File: config.mk
export PLATFORM = sky130hd
export DESIGN_NAME = time_set_ctrl_flat
export DESIGN_NICKNAME = d
export VERILOG_FILES = /design/src/rtl/time_set_if.sv /design/src/rtl/time_set_ctrl.sv /design/src/flat_wrapper.sv
export SDC_FILE = /design/constraint.sdc
export NUM_CORES = 1
export LEC_CHECK = 0
export BUFFER_PORTS_ARGS = -buffer_cell sky130_fd_sc_hd__buf_2
export CAP_MARGIN = 20
export CORE_UTILIZATION = 40
export DETAILED_ROUTE_END_ITERATION = 16
export PLACE_DENSITY_LB_ADDON = 0.3
export RECOVER_POWER = 25
export SLEW_MARGIN = 15
export SYNTH_ARGS = -nofsm -noshare
export SYNTH_HDL_FRONTEND = slang
export SYNTH_SLANG_ARGS = --single-unit
File: constraint.sdc
create_clock -name clock -period 2.95 [get_ports clock]
set_input_delay 0.4425 -clock clock [delete_from_list [all_inputs] [get_ports clock]]
set_output_delay 0.4425 -clock clock [all_outputs]
set_load 0.05 [all_outputs]
File: src/rtl/time_set_if.sv
// Button inputs and time-of-day outputs of time_set_ctrl.
// master = the side that presses buttons and watches the time; slave = the clock itself.
interface time_set_if;
  logic       hour_button;
  logic       minute_button;
  logic [4:0] hours;
  logic [5:0] minutes;
  logic [5:0] seconds;
  logic       second_tick;

  modport master (
    output hour_button, minute_button,
    input  hours, minutes, seconds, second_tick
  );

  modport slave (
    input  hour_button, minute_button,
    output hours, minutes, seconds, second_tick
  );
endinterface

File: src/rtl/time_set_ctrl.sv
// HH:MM:SS timekeeper with synchronized, debounced hour/minute set buttons and auto-repeat.
// Optional registered debug read port is enabled by defining TIME_SET_CTRL_DEBUG_EN.
module time_set_ctrl #(
  parameter int TICK_DIV        = 25_175_000,
  parameter int DEBOUNCE_CYCLES = 250_000,
  parameter int REPEAT_DELAY    = 12_587_500,
  parameter int REPEAT_RATE     = 2_517_500
) (
  input  logic       clock,
  input  logic       reset_n,
`ifdef TIME_SET_CTRL_DEBUG_EN
  input  logic [3:0] debug_sel,
  output logic [7:0] debug_out,
`endif
  time_set_if.slave  tif
);

  localparam int PW   = (TICK_DIV > 1) ? $clog2(TICK_DIV) : 1;
  localparam int DW   = (DEBOUNCE_CYCLES > 1) ? $clog2(DEBOUNCE_CYCLES) : 1;
  localparam int RMAX = (REPEAT_DELAY > REPEAT_RATE) ? REPEAT_DELAY : REPEAT_RATE;
  localparam int RW   = (RMAX > 1) ? $clog2(RMAX) : 1;

  localparam logic [PW-1:0] PRESC_LAST = PW'(TICK_DIV - 1);
  localparam logic [DW-1:0] DB_LAST    = DW'(DEBOUNCE_CYCLES - 1);
  localparam logic [RW-1:0] RD_LAST    = RW'(REPEAT_DELAY - 1);
  localparam logic [RW-1:0] RR_LAST    = RW'(REPEAT_RATE - 1);

  typedef enum logic [1:0] {
    ST_IDLE       = 2'd0,
    ST_FIRE       = 2'd1,
    ST_WAIT_DELAY = 2'd2,
    ST_WAIT_RATE  = 2'd3
  } state_t;

  // Bit 1 is the hour button, bit 0 the minute button.
  logic [1:0] btn_raw;
  logic [1:0] db_lvl;

  assign btn_raw = {tif.hour_button, tif.minute_button};

  genvar gi;
  generate
    for (gi = 0; gi < 2; gi++) begin : g_btn
      logic          sync1_q, sync1_d;
      logic          sync2_q, sync2_d;
      logic          db_q, db_d;
      logic [DW-1:0] cnt_q, cnt_d;

      // The level flips only after DEBOUNCE_CYCLES consecutive differing samples.
      always_comb begin
        sync1_d = btn_raw[gi];
        sync2_d = sync1_q;
        db_d    = db_q;
        cnt_d   = '0;
        if (sync2_q != db_q) begin
          if (cnt_q == DB_LAST) begin
            db_d = sync2_q;
          end else begin
            cnt_d = cnt_q + 1'b1;
          end
        end
      end

      always_ff @(posedge clock) begin
        if (!reset_n) begin
          sync1_q <= 1'b0;
          sync2_q <= 1'b0;
          db_q    <= 1'b0;
          cnt_q   <= '0;
        end else begin
          sync1_q <= sync1_d;
          sync2_q <= sync2_d;
          db_q    <= db_d;
          cnt_q   <= cnt_d;
        end
      end

      assign db_lvl[gi] = db_q;
    end
  endgenerate

  state_t        state_q, state_d;
  logic          owner_q, owner_d;      // 1 = hour owns the FSM, 0 = minute
  logic          repeat_q, repeat_d;    // first delay already served
  logic [RW-1:0] rpt_cnt_q, rpt_cnt_d;
  logic          own_db;
  logic          fire;

  always_comb begin
    state_d   = state_q;
    owner_d   = owner_q;
    repeat_d  = repeat_q;
    rpt_cnt_d = rpt_cnt_q;
    fire      = 1'b0;
    own_db    = owner_q ? db_lvl[1] : db_lvl[0];
    case (state_q)
      ST_IDLE: begin
        rpt_cnt_d = '0;
        repeat_d  = 1'b0;
        if (db_lvl[1]) begin
          owner_d = 1'b1;
          state_d = ST_FIRE;
        end else if (db_lvl[0]) begin
          owner_d = 1'b0;
          state_d = ST_FIRE;
        end
      end
      ST_FIRE: begin
        fire      = 1'b1;
        rpt_cnt_d = '0;
        if (!own_db) begin
          state_d = ST_IDLE;
        end else if (repeat_q) begin
          state_d = ST_WAIT_RATE;
        end else begin
          state_d = ST_WAIT_DELAY;
        end
      end
      ST_WAIT_DELAY: begin
        if (!own_db) begin
          state_d = ST_IDLE;
        end else if (rpt_cnt_q == RD_LAST) begin
          state_d  = ST_FIRE;
          repeat_d = 1'b1;
        end else begin
          rpt_cnt_d = rpt_cnt_q + 1'b1;
        end
      end
      ST_WAIT_RATE: begin
        if (!own_db) begin
          state_d = ST_IDLE;
        end else if (rpt_cnt_q == RR_LAST) begin
          state_d = ST_FIRE;
        end else begin
          rpt_cnt_d = rpt_cnt_q + 1'b1;
        end
      end
      default: state_d = ST_IDLE;
    endcase
  end

  logic [PW-1:0] presc_q, presc_d;
  logic [4:0]    hours_q, hours_d;
  logic [5:0]    minutes_q, minutes_d;
  logic [5:0]    seconds_q, seconds_d;
  logic          pend_q, pend_d;
  logic          tick;
  logic          inc_hour, inc_min;

  assign tick     = (presc_q == PRESC_LAST);
  assign inc_hour = fire & owner_q;
  assign inc_min  = fire & ~owner_q;

  // One time update per cycle: minute set, then hour set, then tick (live or pending).
  always_comb begin
    presc_d   = tick ? '0 : presc_q + 1'b1;
    hours_d   = hours_q;
    minutes_d = minutes_q;
    seconds_d = seconds_q;
    pend_d    = pend_q;
    if (inc_min) begin
      minutes_d = (minutes_q == 6'd59) ? 6'd0 : minutes_q + 6'd1;
      seconds_d = 6'd0;
      presc_d   = '0;
      pend_d    = 1'b0;
    end else if (inc_hour) begin
      hours_d = (hours_q == 5'd23) ? 5'd0 : hours_q + 5'd1;
      pend_d  = pend_q | tick;
    end else if (tick | pend_q) begin
      pend_d = tick & pend_q;
      if (seconds_q == 6'd59) begin
        seconds_d = 6'd0;
        if (minutes_q == 6'd59) begin
          minutes_d = 6'd0;
          hours_d   = (hours_q == 5'd23) ? 5'd0 : hours_q + 5'd1;
        end else begin
          minutes_d = minutes_q + 6'd1;
        end
      end else begin
        seconds_d = seconds_q + 6'd1;
      end
    end
  end

  always_ff @(posedge clock) begin
    if (!reset_n) begin
      state_q   <= ST_IDLE;
      owner_q   <= 1'b0;
      repeat_q  <= 1'b0;
      rpt_cnt_q <= '0;
      presc_q   <= '0;
      hours_q   <= 5'd0;
      minutes_q <= 6'd0;
      seconds_q <= 6'd0;
      pend_q    <= 1'b0;
    end else begin
      state_q   <= state_d;
      owner_q   <= owner_d;
      repeat_q  <= repeat_d;
      rpt_cnt_q <= rpt_cnt_d;
      presc_q   <= presc_d;
      hours_q   <= hours_d;
      minutes_q <= minutes_d;
      seconds_q <= seconds_d;
      pend_q    <= pend_d;
    end
  end

  assign tif.hours       = hours_q;
  assign tif.minutes     = minutes_q;
  assign tif.seconds     = seconds_q;
  assign tif.second_tick = tick;

`ifdef TIME_SET_CTRL_DEBUG_EN
  logic [7:0] debug_q, debug_d;

  always_comb begin
    case (debug_sel)
      4'd0:    debug_d = {state_q, owner_q, db_lvl[1], db_lvl[0], pend_q, 2'b00};
      4'd1:    debug_d = 8'(presc_q);
      4'd2:    debug_d = {2'b00, seconds_q};
      default: debug_d = 8'h00;
    endcase
  end

  always_ff @(posedge clock) begin
    if (!reset_n) begin
      debug_q <= 8'h00;
    end else begin
      debug_q <= debug_d;
    end
  end

  assign debug_out = debug_q;
`endif

endmodule
File: src/flat_wrapper.sv
// flat-port wrapper written by rule: the top's interface ports become plain ports
module time_set_ctrl_flat 
#(
  parameter int TICK_DIV        = 25_175_000,
  parameter int DEBOUNCE_CYCLES = 250_000,
  parameter int REPEAT_DELAY    = 12_587_500,
  parameter int REPEAT_RATE     = 2_517_500
)
  (clock, reset_n, tif_hour_button, tif_minute_button, tif_hours, tif_minutes, tif_seconds, tif_second_tick);
  time_set_if tif_i ();
  input  logic clock;
  input  logic reset_n;
  input wire logic [$bits(tif_i.hour_button)-1:0] tif_hour_button;
  input wire logic [$bits(tif_i.minute_button)-1:0] tif_minute_button;
  output wire logic [$bits(tif_i.hours)-1:0] tif_hours;
  output wire logic [$bits(tif_i.minutes)-1:0] tif_minutes;
  output wire logic [$bits(tif_i.seconds)-1:0] tif_seconds;
  output wire logic [$bits(tif_i.second_tick)-1:0] tif_second_tick;
  assign tif_i.hour_button = tif_hour_button;
  assign tif_i.minute_button = tif_minute_button;
  assign tif_hours = tif_i.hours;
  assign tif_minutes = tif_i.minutes;
  assign tif_seconds = tif_i.seconds;
  assign tif_second_tick = tif_i.second_tick;
  time_set_ctrl #(.TICK_DIV(TICK_DIV), .DEBOUNCE_CYCLES(DEBOUNCE_CYCLES), .REPEAT_DELAY(REPEAT_DELAY), .REPEAT_RATE(REPEAT_RATE)) u_core (.clock(clock), .reset_n(reset_n), .tif(tif_i));
endmodule
==> flow_summary.json <==
{
  "path_max_fanout": 20,
  "clkLatencyLatePin_ns": 0.42,
  "synthTopCellsByArea": "dfxtp_1 44%, nor2_1 8.1%, xnor2_1 7.1%, xor2_1 5.3%, nand3_1 3.9%",
  "seqCellArea_um2": 2260,
  "intPower_w": 0.00306,
  "place_area_um2": 5430,
  "track_usage_pct": 17.0,
  "drt-wirelength-per-cell_um": 12.8,
  "drtIter0Drc": 324,
  "whs_ns": 0.227,
  "cts_resized": 0,
  "die_area_um2": 13400,
  "slowest_delay_ns": 0.73,
  "worst_pin_slew_ns": 1.11,
  "slew_viol_final": 0,
  "cts_buffers": 17,
  "cts_hold_buffers": 0,
  "yosysUniqueCellTypes": 57,
  "synth_seq_cells": 113,
  "synth_ff_type": "dfxtp_1",
  "period_needed_ns": 2.59,
  "p_seq_share_pct": 40.7,
  "worstPathCellList": "ha_1 > and4b_1 > a31o_1 > or4_1 > or4_1 > nand2_1",
  "hpwl_um": 7100,
  "n_antenna_cell": 0,
  "setup_violations": 0,
  "cts_tree": "built",
  "hold_path_class": "in -> reg",
  "cts_root_buffer": "clkbuf_16",
  "vias": 4195,
  "fin_nets": 634,
  "cts_sinks": 113,
  "ys_seq_area_share_pct": 43.9,
  "layout_setup_ws_ns": 0.357,
  "critPathTopFamily": "simple AND/OR/NAND/NOR gates",
  "cts.path.max_buffers": 2,
  "p_leak_nw": 2.00,
  "grt_overflow": 0,
  "cp-start-kind": "flop",
  "ir_worst_vdd_mv": 0.411,
  "power_density_nw_per_um2": 625,
  "drc": 0,
  "cts_setup_buffers": 0,
  "final_area_um2": 6060,
  "crit_end": "u_core.rpt_cnt_q[23]$_SDFFE_PN0P_",
  "grt_pass1_vias": 3941,
  "required_ns": 3.32,
  "finalCritPeriodShare_pct": 87.9,
  "status": "complete, no violations",
  "criticalPathCategory": "reg -> reg",
  "port_buffers": 21,
  "timing.critical_path.mode_cell": "or4_1",
  "r2r_end": "u_core.rpt_cnt_q[23]$_SDFFE_PN0P_",
  "die_h_um": 116,
  "p_clk_share_pct": 58.5,
  "die_x_um": 116,
  "max_freq_mhz": 386,
  "startpoint": "u_core.rpt_cnt_q[0]$_SDFFE_PN0P_",
  "path_clk_slew_ns": 0.05,
  "netlist_instances": 597,
  "reg2reg_from": "u_core.rpt_cnt_q[0]$_SDFFE_PN0P_",
  "cp_num_buf_inv": 0,
  "grt_pass1_wl_um": 17600,
  "slew_headroom_pct": 25.1,
  "drt_wl_total_um": 10300,
  "dr.pass1.iters": 4,
  "floorplan.initialDensity_pct": 40.9,
  "ios": 22,
  "reg2reg_depth": 6,
  "netlist.area_leader.share_pct": 43.9,
  "comb_power_share_pct": 0.8,
  "viasPerCell": 5.19,
  "crit_arrival_ns": 2.96,
  "synth_edf_count": 0,
  "area_growth_pct": 17.4,
  "syn-cell-area_um2": 5160,
  "p_switching_w": 0.000728,
  "syn_nets": 608,
  "rsz0062_at_grt": "false",
  "crit_path_end_kind": "flop",
  "post-place-ws_ns": 0.474,
  "synth.avg_cell_area_um2": 8.64,
  "path_depth": 6,
  "power_switching_share_pct": 19.2,
  "async_flop_share_pct": 0,
  "htreeDepth": 4,
  "maxCapViolations": 0,
  "fin_tns_setup_ns": 0,
  "grt_max_degree": 25,
  "skew_ns": 0.0137,
  "synth_warnings": 0,
  "multiInputGateArea_um2": 2770,
  "hold_viol": 0,
  "yosys.area.top_type": "dfxtp_1",
  "core_um2": 12600,
  "total_power_w": 0.00379,
  "ant_nets": 0,
  "antenna_found_initial": 0,
  "rrSetupSlack_ns": 0.36,
  "routabilityCongestion": 0.854,
  "num_rows": 41,
  "nFillCells": 1245,
  "cp_slowest_cell": "or4_1",
  "drive_gt1_share_pct": 8.96
}
==> worst min-delay path by stage <==
stage	from	to	slack, ns	cells past startpoint
floorplan	u_core.g_btn[0].sync1_q$_SDFF_PN0_	u_core.g_btn[0].sync2_q$_SDFF_PN0_	0.41	1
global placement	u_core.g_btn[0].sync1_q$_SDFF_PN0_	u_core.g_btn[0].sync2_q$_SDFF_PN0_	0.42	1
detailed placement	u_core.g_btn[0].sync1_q$_SDFF_PN0_	u_core.g_btn[0].sync2_q$_SDFF_PN0_	0.42	1
CTS	tif_hour_button	u_core.g_btn[1].sync1_q$_SDFF_PN0_	0.22	2
global route	tif_minute_button	u_core.g_btn[0].sync1_q$_SDFF_PN0_	0.24	2
finish	tif_hour_button	u_core.g_btn[1].sync1_q$_SDFF_PN0_	0.23	2
==> cell type report <==
cell class / instances / area share (%)
sequential: 113 / 37.3
multi-input combinational: 454 / 45.7
clock buffer: 22 / 8.16
inverter: 10 / 0.620
tap: 172 / 3.55
clock inverter: 10 / 2.54
timing repair buffer: 27 / 2.11
==> cells in the final DEF, fill, tap and decap left out, types with 6 or more instances in the layout <==
cell and n:
a21oi_1 20, and3_1 14, buf_4 6, clkbuf_1 18, clkbuf_16 17, dfxtp_1 113, ha_1 7, inv_1 10
nand2_1 42, nand3_1 40, nand4_1 18, nor2_1 111, nor3_1 17, nor4_1 9, nor4b_1 9, o21ai_0 13
or4_1 8, xnor2_1 42, xor2_1 31
==> worst reg2reg max path: cells and delay by family (launching register included) <==
kind	cells	cell delay, ns
flip-flops	1	0.34
AO/OA/AOI/OAI	1	0.38
AND/OR/NAND/NOR	4	1.55
adder cells (fa/ha/maj)	1	0.27
==> flip-flops by register name, summed over array words and instances, names as in the netlist, 2 cells and up <==
register,cells
u_core.rpt_cnt_q,24
u_core.tif.hours,5
u_core.tif.minutes,6
u_core.g_btn.cnt_q,36
u_core.g_btn.sync2_q,2
u_core.g_btn.sync1_q,2
u_core.state_q,2
u_core.presc_q,25
u_core.g_btn.db_q,2
u_core.tif.seconds,6
==> power by group through the flow <==
stage / combinational [W] / sequential [W] / clock [W]
after floorplan: 0.0000257 / 0.00157 / 0
after global placement: 0.0000308 / 0.00157 / 0
after detailed placement: 0.0000316 / 0.00157 / 0
after CTS: 0.0000316 / 0.00154 / 0.00227
after global routing: 0.0000359 / 0.00154 / 0.00234
final: 0.0000304 / 0.00154 / 0.00222
==> per-layer routing <==
layer	track usage, %	part of all wire, %	vias to the layer above	routed length (um)
li1	-	-	2156	-
met1	20.3	49	1962	5010
met2	27.3	46	63	4770
met3	5.33	3.5	14	361
met4	9.09	1.8	0	184
met5	0	0	-	0
==> cells in the mapped netlist, drive strengths merged, types with 2 or more instances <==
cell type  count
nor4bb         2
nor2         111
nand3         40
or4b           2
nor4b          9
a31oi          4
clkbuf        16
mux2i          4
and3          16
nor3          17
or4            9
xor2          31
ha             7
nand4         18
xnor2         42
nor4           9
a22oi          2
and4           5
or2            4
inv           10
buf            4
o21ai         13
nor3b          2
and2           8
nand4b         3
nand2         42
a41o           2
nor2b          2
or3            6
nand2b         3
o2111ai        5
nand3b         2
a21oi         20
dfxtp        113
==> per-stage QoR <==
step,utilization [%],instances
after floorplan,-,597
after global placement,43.0,776
after detailed placement,43.0,776
after CTS,48.2,808
after global routing,48.0,808
final,48.0,808
==> cell families after synthesis <==
family | synth area share [%]
and+or+nand+nor | 31.3
DFF | 43.9
xor gates and xnor gates | 12.4
AOI/OAI and AO/OA | 7.23
buffers and inverters | 2.52
adders and majority gates | 1.70
muxes | 0.994
Power figures use the tool's default switching activity.
